`config.mk`:
```
export PLATFORM = sky130hd
export DESIGN_NAME = alu_iterative_exec
export DESIGN_NICKNAME = d
export VERILOG_FILES = /design/src/rtl/alu_iterative_exec.sv
export SDC_FILE = /design/constraint.sdc
export NUM_CORES = 1
export LEC_CHECK = 0
export ABC_CLOCK_PERIOD_IN_PS = 7200
export BUFFER_PORTS_ARGS = -buffer_cell sky130_fd_sc_hd__buf_4
export CAP_MARGIN = 20
export CORE_ASPECT_RATIO = 1.1
export CORE_MARGIN = 3
export CORE_UTILIZATION = 40
export DETAILED_ROUTE_END_ITERATION = 6
export PLACE_DENSITY_LB_ADDON = 0.08
export SLEW_MARGIN = 20
export SYNTH_ARGS = -nofsm -noshare
export SYNTH_HDL_FRONTEND = slang
export SYNTH_SLANG_ARGS = --single-unit
```
`constraint.sdc`:
```
create_clock -name clk -period 7.2 [get_ports clk]
set_input_delay 1.08 -clock clk [delete_from_list [all_inputs] [get_ports clk]]
set_output_delay 1.08 -clock clk [all_outputs]
set_load 0.01 [all_outputs]
```
`src/rtl/alu_iterative_exec.sv`:
```
// EX-stage execution unit: single-cycle logic/add/sub/compare, iterative
// shift-add multiply and restoring divide behind a start/busy/done handshake.
module alu_iterative_exec #(
  parameter int WIDTH = 32
) (
  input  logic             clk,
  input  logic             rst,
  input  logic             start,
  input  logic [2:0]       sel,
  input  logic [WIDTH-1:0] a,
  input  logic [WIDTH-1:0] b,
  output logic [WIDTH-1:0] result,
  output logic             zero,
  output logic             div_by_zero,
  output logic             busy,
  output logic             done
);

  localparam int CW = $clog2(WIDTH);

  localparam logic [2:0] SEL_NOP = 3'b000;
  localparam logic [2:0] SEL_AND = 3'b001;
  localparam logic [2:0] SEL_OR  = 3'b010;
  localparam logic [2:0] SEL_SUB = 3'b011;
  localparam logic [2:0] SEL_MUL = 3'b100;
  localparam logic [2:0] SEL_DIV = 3'b101;
  localparam logic [2:0] SEL_ADD = 3'b110;
  localparam logic [2:0] SEL_SLT = 3'b111;

  typedef enum logic [1:0] {
    S_IDLE = 2'd0,
    S_MUL  = 2'd1,
    S_DIV  = 2'd2,
    S_DONE = 2'd3
  } state_t;

  state_t            state_q, state_d;
  logic [CW-1:0]     cnt_q, cnt_d;
  logic [WIDTH-1:0]  acc_q, acc_d;    // MUL partial product / DIV remainder
  logic [WIDTH-1:0]  opa_q, opa_d;    // MUL multiplicand / DIV dividend->quotient
  logic [WIDTH-1:0]  opb_q, opb_d;    // MUL multiplier / DIV divisor
  logic [WIDTH-1:0]  result_q, result_d;
  logic              zero_q, zero_d;
  logic              dbz_q, dbz_d;
  logic              busy_q, busy_d;
  logic              done_q, done_d;

  logic [WIDTH-1:0]  alu_s;
  logic              slt_s;
  logic [WIDTH-1:0]  mul_sum_s;
  logic [WIDTH:0]    rem_shift_s;
  logic [WIDTH:0]    rem_diff_s;
  logic              div_ge_s;
  logic [WIDTH-1:0]  rem_next_s;
  logic [WIDTH-1:0]  quot_next_s;

  assign mul_sum_s   = acc_q + (opb_q[0] ? opa_q : {WIDTH{1'b0}});
  assign rem_shift_s = {acc_q, opa_q[WIDTH-1]};
  assign rem_diff_s  = rem_shift_s - {1'b0, opb_q};
  assign div_ge_s    = ~rem_diff_s[WIDTH];
  assign rem_next_s  = div_ge_s ? rem_diff_s[WIDTH-1:0] : rem_shift_s[WIDTH-1:0];
  assign quot_next_s = {opa_q[WIDTH-2:0], div_ge_s};
  assign slt_s       = ($signed(a) < $signed(b));

  // Single-cycle ALU result from the live operands at accept.
  always_comb begin
    alu_s = {WIDTH{1'b0}};
    case (sel)
      SEL_AND: alu_s = a & b;
      SEL_OR:  alu_s = a | b;
      SEL_SUB: alu_s = a - b;
      SEL_ADD: alu_s = a + b;
      SEL_SLT: alu_s = {{(WIDTH-1){1'b0}}, slt_s};
      default: alu_s = {WIDTH{1'b0}};
    endcase
  end

  always_comb begin
    state_d  = state_q;
    cnt_d    = cnt_q;
    acc_d    = acc_q;
    opa_d    = opa_q;
    opb_d    = opb_q;
    result_d = result_q;
    zero_d   = zero_q;
    dbz_d    = dbz_q;
    case (state_q)
      S_IDLE: begin
        if (start) begin
          case (sel)
            SEL_MUL: begin
              state_d = S_MUL;
              cnt_d   = CW'(WIDTH - 1);
              acc_d   = {WIDTH{1'b0}};
              opa_d   = a;
              opb_d   = b;
            end
            SEL_DIV: begin
              if (b == {WIDTH{1'b0}}) begin
                state_d  = S_DONE;
                result_d = {WIDTH{1'b1}};
                zero_d   = 1'b0;
                dbz_d    = 1'b1;
              end else begin
                state_d = S_DIV;
                cnt_d   = CW'(WIDTH - 1);
                acc_d   = {WIDTH{1'b0}};
                opa_d   = a;
                opb_d   = b;
              end
            end
            SEL_NOP: begin
              state_d = S_DONE;
              dbz_d   = 1'b0;
            end
            default: begin
              state_d  = S_DONE;
              result_d = alu_s;
              zero_d   = (alu_s == {WIDTH{1'b0}});
              dbz_d    = 1'b0;
            end
          endcase
        end else begin
          state_d = S_IDLE;
        end
      end
      S_MUL: begin
        acc_d = mul_sum_s;
        opa_d = opa_q << 1;
        opb_d = opb_q >> 1;
        if (cnt_q == {CW{1'b0}}) begin
          state_d  = S_DONE;
          result_d = mul_sum_s;
          zero_d   = (mul_sum_s == {WIDTH{1'b0}});
          dbz_d    = 1'b0;
        end else begin
          cnt_d = cnt_q - CW'(1);
        end
      end
      S_DIV: begin
        acc_d = rem_next_s;
        opa_d = quot_next_s;
        if (cnt_q == {CW{1'b0}}) begin
          state_d  = S_DONE;
          result_d = quot_next_s;
          zero_d   = (quot_next_s == {WIDTH{1'b0}});
          dbz_d    = 1'b0;
        end else begin
          cnt_d = cnt_q - CW'(1);
        end
      end
      S_DONE: begin
        state_d = S_IDLE;
      end
      default: begin
        state_d = S_IDLE;
      end
    endcase
    busy_d = (state_d != S_IDLE);
    done_d = (state_d == S_DONE);
  end

  always_ff @(posedge clk) begin
    if (rst) begin
      state_q  <= S_IDLE;
      cnt_q    <= {CW{1'b0}};
      acc_q    <= {WIDTH{1'b0}};
      opa_q    <= {WIDTH{1'b0}};
      opb_q    <= {WIDTH{1'b0}};
      result_q <= {WIDTH{1'b0}};
      zero_q   <= 1'b1;
      dbz_q    <= 1'b0;
      busy_q   <= 1'b0;
      done_q   <= 1'b0;
    end else begin
      state_q  <= state_d;
      cnt_q    <= cnt_d;
      acc_q    <= acc_d;
      opa_q    <= opa_d;
      opb_q    <= opb_d;
      result_q <= result_d;
      zero_q   <= zero_d;
      dbz_q    <= dbz_d;
      busy_q   <= busy_d;
      done_q   <= done_d;
    end
  end

  assign result      = result_q;
  assign zero        = zero_q;
  assign div_by_zero = dbz_q;
  assign busy        = busy_q;
  assign done        = done_q;

endmodule

```
Yosys cells after proc, flatten, opt, wreduce, memory -nomap -nowiden
Cells that the tools add are included.

storage, ports and cells
  output and inout port bits = 36
  input port bits = 70
  bits in registers = 139
  word-level logic and storage cells = 100

operators by class
  $lt $le $gt $ge = 1
  eq/ne operators = 21
  reduce and logical (&&, ||, !) cells = 18
  $add $sub $neg = 5
  muxes and demuxes = 42
  bitwise operators = 3

operators by type and width
  operator            count
  $mux 32             12
  $pmux 32 s2         5
  $pmux 32 s3         3
  $pmux 32 s5         1
  $logic_not 32->1    4
  $add 32x32->32      2
  $sub 33x32->33      1
  $and 32x32->32      1
  $lt 32x32->1        1
  $or 32x32->32       1
  $sub 32x32->32      1
  $pmux 5 s2          2
  $mux 5              3
  $eq 3x3->1 const B  4
  $ne 2x2->1 const B  6
  $reduce_and 5->1    2
  $mux 1              8
  $reduce_and 4->1    2
  $eq 2x2->1 const B  3
  $eq 3x2->1 const B  2
  $ne 3x3->1 const B  2
  $pmux 1 s2          3
  $pmux 2 s3          1
  $reduce_and 6->1    1
  other kinds (15)    19

Longest topological paths before layout
  depth in word-level cells = 6
  mapped depth = 16
  depth with buffers taken out = 15

Least setup slack after synthesis
No wires, ideal clock.

  kind = input -> register
  from = input a[0]
  to = register zero_q, in the netlist zero
  arrival time = 4.488 ns
  path buffers = 0
  required time = 7.140 ns
  stages = 13
  setup time = 0.060 ns
  slack = 2.652 ns
  cell sequence = ha_1 fa_1 a211oi_1 nor2_1 a221o_1 a221o_1 or4_4 a2111oi_4 nand4_1 nor4b_2 nand4_1 nor4b_2 a41o_1

between the ends
  word-level cells in the longest chain between the ends = 6
  elaborated cells on any way between the ends = 10
  those cells by class = add/sub (2); order compare (1); mux (4); bitwise (2); reduce/logical (1)

ends and longest elaborated chain
  item                                    line  RTL
  start: declaration                      10    input logic [WIDTH-1:0] a,
  $add 32x32->32 (tied with other cells)  72    SEL_ADD: alu_s = a + b;
  $pmux 32 s5 (*)                         68    case (sel)
  $logic_not 32->1 (*)                    119   zero_d = (alu_s == {WIDTH{1'b0}});
  $pmux 1 s2 (*)                          90    case (sel)
  $mux 1 (*)                              89    if (start) begin
  $pmux 1 s3 (*)                          87    case (state_q)
  end signal: assignment                  182   zero_q <= zero_d;
  end: declaration                        43    logic zero_q, zero_d;

Mark *: on every way between the ends. The rest lies on a longest branch, timed or not. The select of a mux whose other input is x is not followed.
A chain may end at the register's enable or synchronous reset.

Worst setup path after layout
  from = input b[7]
  to = register zero_q, in the netlist zero

between the ends
  word-level cells in the longest chain between the ends = 6
  elaborated cells on any way between the ends = 13
  those cells by class = add/sub (2); order compare (1); eq/ne (1); mux (4); bitwise (2); reduce/logical (3)

ends and longest elaborated chain
  item                                    line  RTL
  start: declaration                      11    input logic [WIDTH-1:0] b,
  $add 32x32->32 (tied with other cells)  72
  $pmux 32 s5                             68
  $logic_not 32->1                        119
  $pmux 1 s2                              90
  $mux 1                                  89
  $pmux 1 s3                              87

Several ways; a longest one is shown, not always the timed one. The select of a mux whose other input is x is not followed.

==> flow_summary.json <==
{
  "run_status": "complete, no violations",
  "firstDrtPassIters": 6,
  "asyncSetResetFlopFracSynth": 0,
  "routedWlPerCell_um": 24.3,
  "critical_path.endpoint_type": "flip-flop",
  "share_of_the_yosys_chip_area_belonging_to_registers": 0.180,
  "power.ir.vdd_worst_v": 0.000167,
  "groute.usage.overall": 0.299,
  "post_synth_instance_area_um2": 15400,
  "area_delta_synth_final_pct": 11.6,
  "num_io_pins": 106,
  "yosys_register_bits": 139,
  "cts_root_buf": "clkbuf_16",
  "fin_area_um2": 17200,
  "fin_setup_tns_ps": 0,
  "synth.net_count": 2365,
  "power.density_cell_area_nw_per_um2": 193,
  "synthCells": 2126,
  "dpl-instance-area_um2": 16600,
  "floorplan.die.height_um": 212,
  "min_period_ps": 5300,
  "crit_path_max_incr_delay_ps": 920,
  "global_route.usage.met2": 0.477,
  "clkSlewWorstSetupHoldPaths_ps": 60,
  "cts.htree.levels": 4,
  "design.final.nets": 2388,
  "tritoncts": "built",
  "grt_first_pass_wirelength_mm": 96.5,
  "finalMaxSlewViolations": 0,
  "critical_path_buf_inv_count": 3,
  "initial_core_util": 0.410,
  "path_delay_family": "compound AO/OA/AOI/OAI gates",
  "core-area_um2": 37600,
  "routed_wirelength_mm": 64.4,
  "synth_edf_count": 0,
  "p_int_mw": 1.93,
  "max_slew_margin": 0.308,
  "power_frac_clock": 0.272,
  "clock_tree.buffer_depth": 2,
  "final_worst_path_cycle_share": 0.737,
  "clk_sink_count": 139,
  "seq_power_share": 0.296,
  "die_width_um": 193,
  "worstMarginPinSlew_ps": 1020,
  "maxCapViolCount": 0,
  "crit_type": "input pin to flip-flop",
  "synth_ff_type": "dfxtp_1",
  "worst-path-max-fanout": 11,
  "antenna_violations_before_repair": 0,
  "dpl.hpwl_mm": 50.1,
  "fp.dieArea_um2": 41000,
  "global_route_layer_with_the_greatest_usage": "met2",
  "dp_slack_ps": 1620,
  "largest_cells_by_area_after_synthesis": "dfxtp_1, ha_1, nor2_1, a21oi_1, inv_1",
  "drive_above_1_share": 0.0934,
  "core.rowCount": 74,
  "netlist_top_cells_count": "nor2_1, a21oi_1, ha_1",
  "antenna_violating_nets_post_route": 0,
  "drt-initial-drc-count": 1742,
  "rsz0062_at_grt": "no",
  "first_global_vias": 15800,
  "postLayoutSetupSlackWorst_ps": 1900,
  "max_clock_freq_ghz": 0.189,
  "worst_ep_required_time_ps": 7530,
  "grt_start_max_net_pins": 65,
  "vias_per_cell": 6.42,
  "slowest_stage": "a221oi_1",
  "post-cts-setup-buffer-count": 0,
  "grt_remaining_overflow": 0,
  "hold_path.class": "flip-flop to flip-flop",
  "leakage_component_of_the_power_nw": 7.17,
  "global_route.usage.met1": 0.413,
  "worst_skew_pair.late_latency_ps": 440,
  "worst_ep_arrival_time_ps": 5640,
  "post-synth-top-count-cell": "nor2_1",
  "place.port_buffers": 105,
  "holdWs_ps": 485,
  "gp_congestion": 0.975,
  "timing.final.setup_violations": 0,
  "fin_skew_ps": 8.52,
  "report.final.hold_viol_count": 0,
  "start_kind": "input pin",
  "nFillCells": 3963,
  "p_total_mw": 3.32,
  "comb_power_share": 0.432,
  "cts.repair.resized": 0,
  "yosys_warnings": 0,
  "cells_along_the_critical_path": "buf_4 > inv_1 > ha_1 > inv_1 > a2111oi_0 > a21oi_1 > a221oi_1 > nor2_1 > o41ai_1 > nor3b_1 > nor4b_2 > nand4_1 > nor4b_2 > a41o_1",
  "holdBufCountCts": 0,
  "dr_total_vias": 17000,
  "average_cell_area_after_synthesis_um2": 7.25,
  "power.switching_mw": 1.39,
  "power.share.switching": 0.419,
  "global_route.usage.met3": 0.0309,
  "yosys.cell_types.count": 79,
  "synth_top_cell_area_share": 0.180,
  "post-route-drc-count": 0,
  "cts_made_buffers": 17,
  "synth_area_leader_cell": "dfxtp_1"
}
-- worst paths after layout --
| check | startpoint | to | slack (ps) | cells after the start |
|---|---|---|---|---|
| worst max-delay path | b[7] | zero$_SDFFE_PP1P_ | 1900 | 14 |
| worst min-delay path | result[1]$_SDFFE_PP0P_ | result[1]$_SDFFE_PP0P_ | 480 | 2 |
| worst max register to register | opb_q[0]$_SDFFE_PP0P_ | zero$_SDFFE_PP1P_ | 2670 | 16 |
| worst min register to register | result[1]$_SDFFE_PP0P_ | result[1]$_SDFFE_PP0P_ | 480 | 2 |
-- placed cells by master (no fill, tap or decap), types with 8 or more instances in the layout --
cell type / netlist / routed
nor2_1: 256 / 256
a21oi_1: 174 / 172
ha_1: 165 / 164
inv_1: 152 / 152
dfxtp_1: 139 / 139
buf_4: 0 / 129
nand2_1: 121 / 121
o21ai_0: 104 / 104
nor3_1: 73 / 72
a211oi_1: 73 / 72
a221oi_1: 53 / 52
mux2i_1: 50 / 49
and2_1: 47 / 47
a21o_1: 40 / 39
nand3_1: 36 / 36
nor4_1: 33 / 32
o211ai_1: 30 / 30
xnor2_1: 30 / 30
a22oi_1: 28 / 28
a221o_1: 24 / 24
nand4_1: 23 / 23
o22ai_1: 21 / 21
a31oi_1: 21 / 21
nand2b_1: 18 / 18
nor2b_1: 18 / 18
xor2_1: 18 / 18
o21a_1: 18 / 18
o31ai_1: 17 / 17
clkbuf_16: 0 / 17
and3_1: 16 / 16
o221ai_1: 15 / 15
or3_1: 14 / 14
or2_2: 11 / 11
nor3b_1: 11 / 10
a2111oi_0: 10 / 10
o21bai_1: 10 / 10
a311oi_1: 10 / 10
o31a_1: 9 / 9
a21boi_0: 8 / 8
or4_1: 8 / 8
-- metal layers --
metal,part of all wire,vias to the layer above
met5,0,-
met2,0.45,690
met1,0.45,8239
met3,0.061,128
met4,0.043,0
li1,-,7992
-- cells by family after synthesis --
| logic type | Yosys count | share of synthesized area |
|---|---|---|
| muxes | 53 | 0.0346 |
| AOI/OAI and AO/OA | 729 | 0.326 |
| adders and majority gates | 169 | 0.139 |
| xor gates and xnor gates | 48 | 0.0273 |
| buffers and inverters | 279 | 0.0686 |
| and+or+nand+nor | 709 | 0.224 |
| DFF | 139 | 0.180 |
-- sequential cells by signal, indices dropped and copies added (netlist names) --
register     count
acc_q           32
opa_q           32
opb_q           32
result          32
cnt_q            5
state_q          2
busy             1
div_by_zero      1
done             1
zero             1
-- final cells by class --
class | instances | area, um2 | area share
multi-input cells | 1708 | 11700 | 0.678
flip-flops and latches | 139 | 2780 | 0.162
repair buffers | 129 | 968 | 0.0563
well taps | 494 | 618 | 0.0359
inverters | 154 | 578 | 0.0336
clock buffers | 22 | 474 | 0.0276
clock inverters | 10 | 115 | 0.00669
diodes | 1 | 2.50 | 0.000145
-- worst min-delay path: stages, from the launching register on --
cell	delay (ps)
dfxtp_1	330
nand2_1	60
a21oi_1	50
-- stage by stage --
| stage | cells | utilization |
|---|---|---|
| 2_1_floorplan | 2126 | - |
| 3_3_place_gp | 2624 | 0.442 |
| 3_5_place_dp | 2624 | 0.442 |
| 4_1_cts | 2656 | 0.457 |
| 5_1_grt | 2656 | 0.458 |
| 6_report | 2657 | 0.458 |
-- power by group through the flow --
stage,clock network [mW],registers [mW],logic [mW]
after floorplan,0,0.959,0.920
after global placement,0,0.994,1.40
after detailed placement,0,0.994,1.40
after CTS,0.909,0.978,1.41
after global routing,0.937,0.989,1.56
final,0.904,0.983,1.43
Note: power is estimated with default switching activity, not from simulation.
